File: src/rtl/pipe_ctrl_pkg.sv
// Shared definitions for the pipeline stall/flush controller and its helpers.
package pipe_ctrl_pkg;

  typedef enum logic [1:0] {
    IDLE  = 2'd0,
    RUN   = 2'd1,
    STALL = 2'd2,
    FLUSH = 2'd3
  } state_e;

  // Width of the stall_cycles statistics counter.
  localparam int CNT_W       = 16;
  // Width of the internal run-length and flush-length counters (DEPTH/TIMEOUT <= 255).
  localparam int SEQ_W       = 8;
  localparam int DEF_DEPTH   = 4;
  localparam int DEF_TIMEOUT = 16;

endpackage

File: src/rtl/sat_counter.sv
// Generic saturating up-counter with synchronous clear; clear wins over increment.
module sat_counter #(
  parameter int WIDTH = 16
) (
  input  logic             clk,
  input  logic             inc,
  input  logic             clr,
  output logic [WIDTH-1:0] count
);

  logic [WIDTH-1:0] r_count;

  // Count up on inc, hold once all ones are reached, return to zero on clr.
  always_ff @(posedge clk) begin
    if (clr) begin
      r_count <= '0;
    end else if (inc && (r_count != {WIDTH{1'b1}})) begin
      r_count <= r_count + WIDTH'(1);
    end
  end

  assign count = r_count;

endmodule

File: src/rtl/global_stall_ctrl.sv
// Global stall/flush controller for two parallel pipelines sharing one producer.
// A back-pressured output freezes everything in the same cycle; a stall that lasts
// too long, or an external request, triggers a DEPTH-cycle flush of both pipelines.
module global_stall_ctrl
  import pipe_ctrl_pkg::*;
#(
  parameter int DEPTH   = DEF_DEPTH,
  parameter int TIMEOUT = DEF_TIMEOUT
) (
  input  logic             clk,
  input  logic             reset,
  input  logic             out_valid_1,
  input  logic             out_valid_2,
  input  logic             ready_1,
  input  logic             ready_2,
  input  logic             flush_req,
  output logic             global_stall,
  output logic             flush_1,
  output logic             flush_2,
  output logic             timeout,
  output logic [CNT_W-1:0] stall_cycles
);

  localparam logic [SEQ_W-1:0] RUN_LAST   = SEQ_W'(TIMEOUT - 1);
  localparam logic [SEQ_W-1:0] FLUSH_LAST = SEQ_W'(DEPTH - 1);

  state_e           r_state,     w_state_nxt;
  logic [SEQ_W-1:0] r_run_cnt,   w_run_cnt_nxt;
  logic [SEQ_W-1:0] r_flush_cnt, w_flush_cnt_nxt;
  logic             r_timeout,   w_timeout_nxt;
  logic             w_blocked;
  logic             w_stall;
  logic             w_flush;

  assign w_blocked = (out_valid_1 & ~ready_1) | (out_valid_2 & ~ready_2);

  // Next-state, counter updates and same-cycle stall/flush outputs; reset overrides all.
  always_comb begin
    w_state_nxt     = r_state;
    w_run_cnt_nxt   = r_run_cnt;
    w_flush_cnt_nxt = r_flush_cnt;
    w_timeout_nxt   = r_timeout;
    w_stall         = 1'b0;
    w_flush         = 1'b0;
    case (r_state)
      IDLE: begin
        w_stall     = 1'b1;
        w_state_nxt = RUN;
      end
      RUN: begin
        w_stall = w_blocked;
        if (flush_req) begin
          w_state_nxt     = FLUSH;
          w_flush_cnt_nxt = '0;
        end else if (w_blocked) begin
          // The blocked RUN cycle is the first of the run, so STALL starts at 1.
          w_state_nxt   = STALL;
          w_run_cnt_nxt = SEQ_W'(1);
        end
      end
      STALL: begin
        w_stall = w_blocked;
        if (flush_req) begin
          w_state_nxt     = FLUSH;
          w_run_cnt_nxt   = '0;
          w_flush_cnt_nxt = '0;
        end else if (w_blocked) begin
          if (r_run_cnt == RUN_LAST) begin
            w_state_nxt     = FLUSH;
            w_timeout_nxt   = 1'b1;
            w_run_cnt_nxt   = '0;
            w_flush_cnt_nxt = '0;
          end else begin
            w_run_cnt_nxt = r_run_cnt + SEQ_W'(1);
          end
        end else begin
          w_state_nxt   = RUN;
          w_run_cnt_nxt = '0;
        end
      end
      FLUSH: begin
        w_stall = 1'b1;
        w_flush = 1'b1;
        if (r_flush_cnt == FLUSH_LAST) begin
          w_state_nxt     = RUN;
          w_flush_cnt_nxt = '0;
        end else begin
          w_flush_cnt_nxt = r_flush_cnt + SEQ_W'(1);
        end
      end
      default: begin
        w_state_nxt = IDLE;
      end
    endcase
    if (reset) begin
      w_state_nxt     = IDLE;
      w_run_cnt_nxt   = '0;
      w_flush_cnt_nxt = '0;
      w_timeout_nxt   = 1'b0;
      w_stall         = 1'b0;
      w_flush         = 1'b0;
    end
  end

  // Register state, counters and the sticky timeout flag.
  always_ff @(posedge clk) begin
    r_state     <= w_state_nxt;
    r_run_cnt   <= w_run_cnt_nxt;
    r_flush_cnt <= w_flush_cnt_nxt;
    r_timeout   <= w_timeout_nxt;
  end

  sat_counter #(
    .WIDTH(CNT_W)
  ) u_stall_cnt (
    .clk  (clk),
    .inc  (w_stall),
    .clr  (reset),
    .count(stall_cycles)
  );

  assign global_stall = w_stall;
  assign flush_1      = w_flush;
  assign flush_2      = w_flush;
  assign timeout      = r_timeout;

endmodule
File: config.mk
export PLATFORM = sky130hd
export DESIGN_NAME = global_stall_ctrl
export DESIGN_NICKNAME = d
export VERILOG_FILES = /design/src/rtl/pipe_ctrl_pkg.sv /design/src/rtl/sat_counter.sv /design/src/rtl/global_stall_ctrl.sv
export SDC_FILE = /design/constraint.sdc
export NUM_CORES = 1
export LEC_CHECK = 0
export CORE_ASPECT_RATIO = 2
export CORE_UTILIZATION = 49
export CTS_CLUSTER_SIZE = 25
export DETAILED_ROUTE_END_ITERATION = 16
export PLACE_DENSITY = 0.76
export REMOVE_ABC_BUFFERS = 1
export SYNTH_ARGS = -nofsm -noshare
export SYNTH_HDL_FRONTEND = slang
export SYNTH_SLANG_ARGS = --single-unit
File: constraint.sdc
create_clock -name clk -period 2.05 [get_ports clk]
set_clock_uncertainty 0.2 [all_clocks]
set_input_delay 0.205 -clock clk [delete_from_list [all_inputs] [get_ports clk]]
set_output_delay 0.205 -clock clk [all_outputs]
set_load 0.02 [all_outputs]
Word level (Yosys, flattened, before mapping)
Index checks and enable logic that the tools add are counted.
{ "word_totals": {"wordCells": 61, "register_bits": 35, "ram_bits": 0, "latchBits": 0, "romBits": 0, "out_inout_bits": 20, "input_bits": 7, "n_memories": 0} }
{ "op_classes": {"n_mux": 23, "add_sub_neg": 3, "multipliers": 0, "n_eq_ne": 14, "reduce_logical": 10, "n_shift": 0, "div": 0, "order_cmp": 0, "n_bitwise": 6} }
{ "ops": {"columns": ["cell", "n"], "rows": [
  ["8-bit 2-to-1 mux", 10],
  ["8-bit case mux with 3 select lines", 1],
  ["16-bit by 1-bit adder with 16-bit output, second input constant", 1],
  ["8-bit by 1-bit adder with 8-bit output, second input constant", 2],
  ["16-bit inequality test, second input constant", 1],
  ["8-bit case mux with 2 select lines", 1],
  ["2-bit 2-to-1 mux", 6],
  ["3-bit inequality test, second input constant", 3],
  ["8-bit by 2-bit == test with 1-bit output, second input constant", 1],
  ["8-bit by 4-bit == test with 1-bit output, second input constant", 1],
  ["2-bit inequality test, second input constant", 4],
  ["2-bit case mux with 4 select lines", 1],
  ["4-bit AND reduction", 2],
  ["3-bit AND reduction", 2],
  ["2-bit == test, second input constant", 2],
  ["4-bit inequality test, second input constant", 1],
  ["2-bit OR reduction", 2],
  ["1-bit 2-to-1 mux", 3],
  ["1-bit inverter", 3],
  ["3-bit nonzero test", 1],
  ["1-bit bitwise AND", 2],
  ["2-bit by 1-bit == test with 1-bit output, second input constant", 1],
  ["2-bit logical NOT", 1],
  ["1-bit case mux with 2 select lines", 1],
  ["other kinds (3)", 3]
]} }

Longest topological paths before layout
{ "logic_depth": {"word_depth": 6, "ltp_mapped": 7, "ltp_nobuf": 7} }

By module
From an unflattened synthesis, not the netlist that was laid out.
{ "hier_totals": {"hier_cells": 237, "area_unflattened_um2": 2030.7} }
{ "modules_own_cells": {"columns": ["mod", "instances", "area_each_um2", "seq_area_each_um2", "cells_per_inst"], "rows": [
  ["global_stall_ctrl", 1, 1182.4, 380.4, 138],
  ["sat_counter", 1, 848.3, 320.3, 99]
]} }

Worst setup path before layout
No wires, ideal clock.
{ "synth_path": {"path_kind": "reg2reg", "startpoint": "register r_state[0]", "endpoint": "register u_stall_cnt.r_count[7] (netlist: u_stall_cnt.count[7])", "path_stages_with_launch": 7, "arrival_ns": 2.109, "required_ns": 1.780, "setup_time_ns": 0.070, "synth_period_minus_slack_ns": 2.379, "path_slack_ns": -0.329, "n_path_buf": 0, "path_cell_list": "dfxtp_1 > inv_1 > ha_1 > a31oi_1 > o21ai_1 > or4_1 > a21oi_1"} }
{ "synth_between": {"elab_chain_len": 5, "word_cells_on_any_way": 9, "cone_classes": "eq/ne: 3; mux: 2; reduce/logical: 4"} }
{ "synth_rtl": {"columns": ["element", "line_no", "rtl"], "rows": [
  ["from (decl)", "global_stall_ctrl.sv:27", "state_e r_state, w_state_nxt;"],
  ["from (signal assigned)", "global_stall_ctrl.sv:107", "r_state <= w_state_nxt;"],
  ["2-bit == test, or another cell as far along", "global_stall_ctrl.sv:45", "case (r_state)"],
  ["2-bit OR reduction (no line)", null, null],
  ["1-bit case mux with 2 select lines (*)", "global_stall_ctrl.sv:45", null],
  ["1-bit 2-to-1 mux (*)", "global_stall_ctrl.sv:95", "if (reset) begin"],
  ["named net global_stall", "global_stall_ctrl.sv:17", "output logic global_stall,"],
  ["1-bit logical AND (*)", "sat_counter.sv:17", "end else if (inc && (r_count != {WIDTH{1'b1}})) begin"],
  ["to (signal assigned)", "sat_counter.sv:18", "r_count <= r_count + WIDTH'(1);"],
  ["to (decl)", "sat_counter.sv:11", "logic [WIDTH-1:0] r_count;"]
]} }
The timed path passes the listed nets; every way through them passes the cells marked *.
A chain may end at the register's enable or synchronous reset.

Worst setup path in the final report
{ "layout_path": {"startpoint": "register r_run_cnt[1]", "endpoint": "register r_flush_cnt[3]"} }
{ "layout_between": {"elab_chain_len": 3} }
{ "layout_rtl": {"columns": ["element", "line_no", "rtl"], "rows": [
  ["from (decl)", "global_stall_ctrl.sv:28", "logic [SEQ_W-1:0] r_run_cnt, w_run_cnt_nxt;"],
  ["from (signal assigned)", "global_stall_ctrl.sv:108", "r_run_cnt <= w_run_cnt_nxt;"],
  ["8-bit by 4-bit == test with 1-bit output", "global_stall_ctrl.sv:68", "if (r_run_cnt == RUN_LAST) begin"],
  ["3-bit inequality test (no line)", null, null],
  ["4-bit AND reduction (no line)", null, null],
  ["to (signal assigned)", "global_stall_ctrl.sv:109", "r_flush_cnt <= w_flush_cnt_nxt;"],
  ["to (decl)", "global_stall_ctrl.sv:29", "logic [SEQ_W-1:0] r_flush_cnt, w_flush_cnt_nxt;"]
]} }
Every way passes these cells.

==> results.json <==
{
  "status": "finished, final reports clean",
  "use_met3_pct": 3.41,
  "setup_viol": 0,
  "pwr-share-comb_pct": 33.7,
  "async_reset_ff_share_pct": 0,
  "avgSynthCellArea_um2": 8.28,
  "critPathKind": "reg -> reg",
  "drv_cap": 0,
  "tns_ns": 0,
  "std_cell_rows": 31,
  "yosysWarnings": 0,
  "leakage_nw": 1.00,
  "grt_antenna_before_repair": 0,
  "dpl_cell_area_um2": 2460,
  "grt_util_met1_pct": 25.1,
  "fin_nets": 308,
  "dp_slack_ns": -0.213,
  "path_delay_family": "compound AO/OA/AOI/OAI gates",
  "p_switching_uw": 603,
  "die_w_um": 45.9,
  "rr_endpoint": "r_flush_cnt[3]",
  "irDropWorstVdd_v": 0.000583,
  "p_int_mw": 1.25,
  "ant_nets": 0,
  "synth.top_cell.area_share_pct": 37.1,
  "syn_inst": 228,
  "hold_viol": 0,
  "critPathLaunchType": "register",
  "fin_area_um2": 2660,
  "reg2reg_depth": 6,
  "io_buffer_count": 26,
  "whs_path_depth": 2,
  "drtIter0Drc": 51,
  "synth_edf_count": 0,
  "r2r_setup_slack_ns": 0.05,
  "regArea_um2": 707,
  "critPathMaxFanout": 6,
  "yosys-top-cells-area": "dfxtp_1, nor2_1, ha_1",
  "period_needed_ns": 2.00,
  "switching_share_pct": 32.5,
  "post-route-util_pct": 72.9,
  "cts_max_level": 2,
  "slew_headroom_pct": 74.3,
  "rsz0062_at_grt": "yes",
  "multi_input_area_um2": 1200,
  "cts.path.max_buffers": 2,
  "seq_area_frac_synth_pct": 37.1,
  "n_fill_cell": 303,
  "total_power_mw": 1.86,
  "start_util_pct": 51.8,
  "clkPwrFrac_pct": 26.1,
  "clkSlewWorstSetupHoldPaths_ns": 0.07,
  "coreArea_um2": 3650,
  "path_cells": "ha_4, and3_4, o211ai_1, a211o_1, or2_4, o41ai_2",
  "io_pins": 27,
  "ys.flop_type": "dfxtp_1",
  "timing.rr.start": "r_run_cnt[1]",
  "worstSkewPairLatency_ns": 0.28,
  "hold_buffers": 0,
  "overflow": 0,
  "end_kind": "register",
  "busiest_layer": "met2",
  "first_global_vias": 1944,
  "fin_cells": 344,
  "hold_end": "r_flush_cnt[1]",
  "grtUsageTotal_pct": 25.9,
  "drtPass1Iterations": 4,
  "period_share_pct": 97.4,
  "grt_max_degree": 19,
  "yosys.area.top_type": "dfxtp_1",
  "powerDensity_nw_per_um2": 698,
  "place_inst": 334,
  "synthDistinctLibCells": 49,
  "via_per_inst": 5.76,
  "grt_pass1_wl_mm": 8.10,
  "die-area_um2": 4120,
  "max_freq_mhz": 501,
  "place_hpwl_mm": 3.72,
  "cts-root-buf": "clkbuf_8",
  "ys_seq_elements": 35,
  "cts_buffers": 5,
  "crit_slowest_cell": "dfxtp_2",
  "gp_congestion": 0.815,
  "routedWlPerCell_um": 14.9,
  "vias": 1983,
  "drc": 0,
  "setup_ws_ns": 0.0525,
  "globalRouteMet2Util_pct": 48.0,
  "fin_hold_ws_ns": 0.274,
  "min_from": "r_flush_cnt[1]",
  "hold_class": "reg -> reg",
  "n_antenna_cell": 0,
  "seq_power_share_pct": 40.3,
  "drive_gt1_share_pct": 24.1,
  "cts_tree": "done",
  "drv_slew": 0,
  "critical_path_buf_inv_count": 0,
  "synth_area_um2": 1890,
  "cts_sinks": 35,
  "tightest_slew_ns": 0.381,
  "critPathRequiredTime_ns": 2.04,
  "wirelength_mm": 5.13,
  "arrival_ns": 1.99,
  "area_growth_pct": 40.8,
  "max_stage_delay_ns": 0.36,
  "die_height_um": 89.8
}
==> placed cells by master (no fill, tap or decap), types with 3 or more instances in the layout <==
cell type        count
and3_1               5
o21ai_0              9
xor2_1               8
clkbuf_8             5
clkdlybuf4s50_1     23
inv_1                8
o211ai_1             8
nand3_1             14
ha_1                 4
dfxtp_1             30
o31ai_1              4
nor2_1              25
nand2b_1             4
and4_1               3
nor2b_1              5
a21oi_1             11
dfxtp_2              5
buf_4               39
nand2_1             18
a31oi_1              4
nand4_1              5
==> repair_timing <==
item / in CTS / in global routing
setup buffers: 1 / 1
resized for setup: 10 / 21
pin swaps: 2 / 6
endpoints found under the setup margin: 11 / 24
==> kinds of logic (layout without fill, tap and decap cells) <==
| family | after synthesis | in the layout | share of synthesized area, % |
|---|---|---|---|
| AND/OR/NAND/NOR | 96 | 96 | 26.0 |
| AO/OA/AOI/OAI | 62 | 62 | 23.1 |
| flip-flops | 35 | 35 | 37.1 |
| buffers and inverters | 17 | 84 | 3.98 |
| XOR/XNOR | 9 | 9 | 4.18 |
| adder cells (fa/ha/maj) | 7 | 7 | 4.64 |
| multiplexers | 2 | 2 | 1.06 |
==> cells in the mapped netlist, types with 6 or more instances <==
cell / number
nand3_1: 14
nor2_1: 26
dfxtp_1: 35
o211ai_1: 8
a21oi_1: 12
and3_1: 6
ha_1: 7
nand2_1: 18
nor2b_1: 6
o21ai_0: 11
inv_1: 8
xor2_1: 8
==> power by group through the flow <==
stage / Clock, mW / Sequential (mW) / Combinational, mW
CTS: 0.483 / 0.743 / 0.548
global placement: 0 / 0.756 / 0.527
finish: 0.484 / 0.748 / 0.625
detailed placement: 0 / 0.758 / 0.542
global route: 0.515 / 0.752 / 0.674
floorplan: 0 / 0.780 / 0.259
==> worst register-to-register path: stages, from the launching register on <==
cell      delay (ns)
dfxtp_2         0.36
ha_4            0.14
and3_4          0.19
o211ai_1        0.10
a211o_1         0.36
or2_4           0.28
o41ai_2         0.27
==> routing by layer <==
metal,vias up,routed length [µm]
met5,-,0
met4,0,151
met3,19,135
met2,55,2960
met1,944,1870
li1,965,-
==> area by class of cell <==
cell class / instances / share of cell area (%)
well taps: 49 / 2.31
clock buffers: 7 / 2.87
clock inverters: 1 / 0.188
inverters: 9 / 1.27
repair buffers: 67 / 21.6
multi-input cells: 176 / 45.2
flip-flops and latches: 35 / 26.6
==> state kept, by name, summed over array words and instances (netlist names) <==
| register | cells |
|---|---|
| u_stall_cnt.count | 16 |
| r_flush_cnt | 8 |
| r_state | 2 |
| r_run_cnt | 8 |
| timeout | 1 |
==> how the worst max path moves through the flow <==
stage / startpoint / end / slack, ns / depth (start not counted)
floorplan: r_state[0] / u_stall_cnt.count[7] / -0.33 / 6
global placement: out_valid_2 / r_flush_cnt[3] / -0.12 / 6
detailed placement: out_valid_2 / r_flush_cnt[3] / -0.21 / 6
CTS: r_run_cnt[1] / r_flush_cnt[7] / 0.004 / 6
global route: r_run_cnt[1] / r_flush_cnt[3] / -0.006 / 6
finish: r_run_cnt[1] / r_flush_cnt[3] / 0.05 / 6
(Power assumes the default switching activity.)
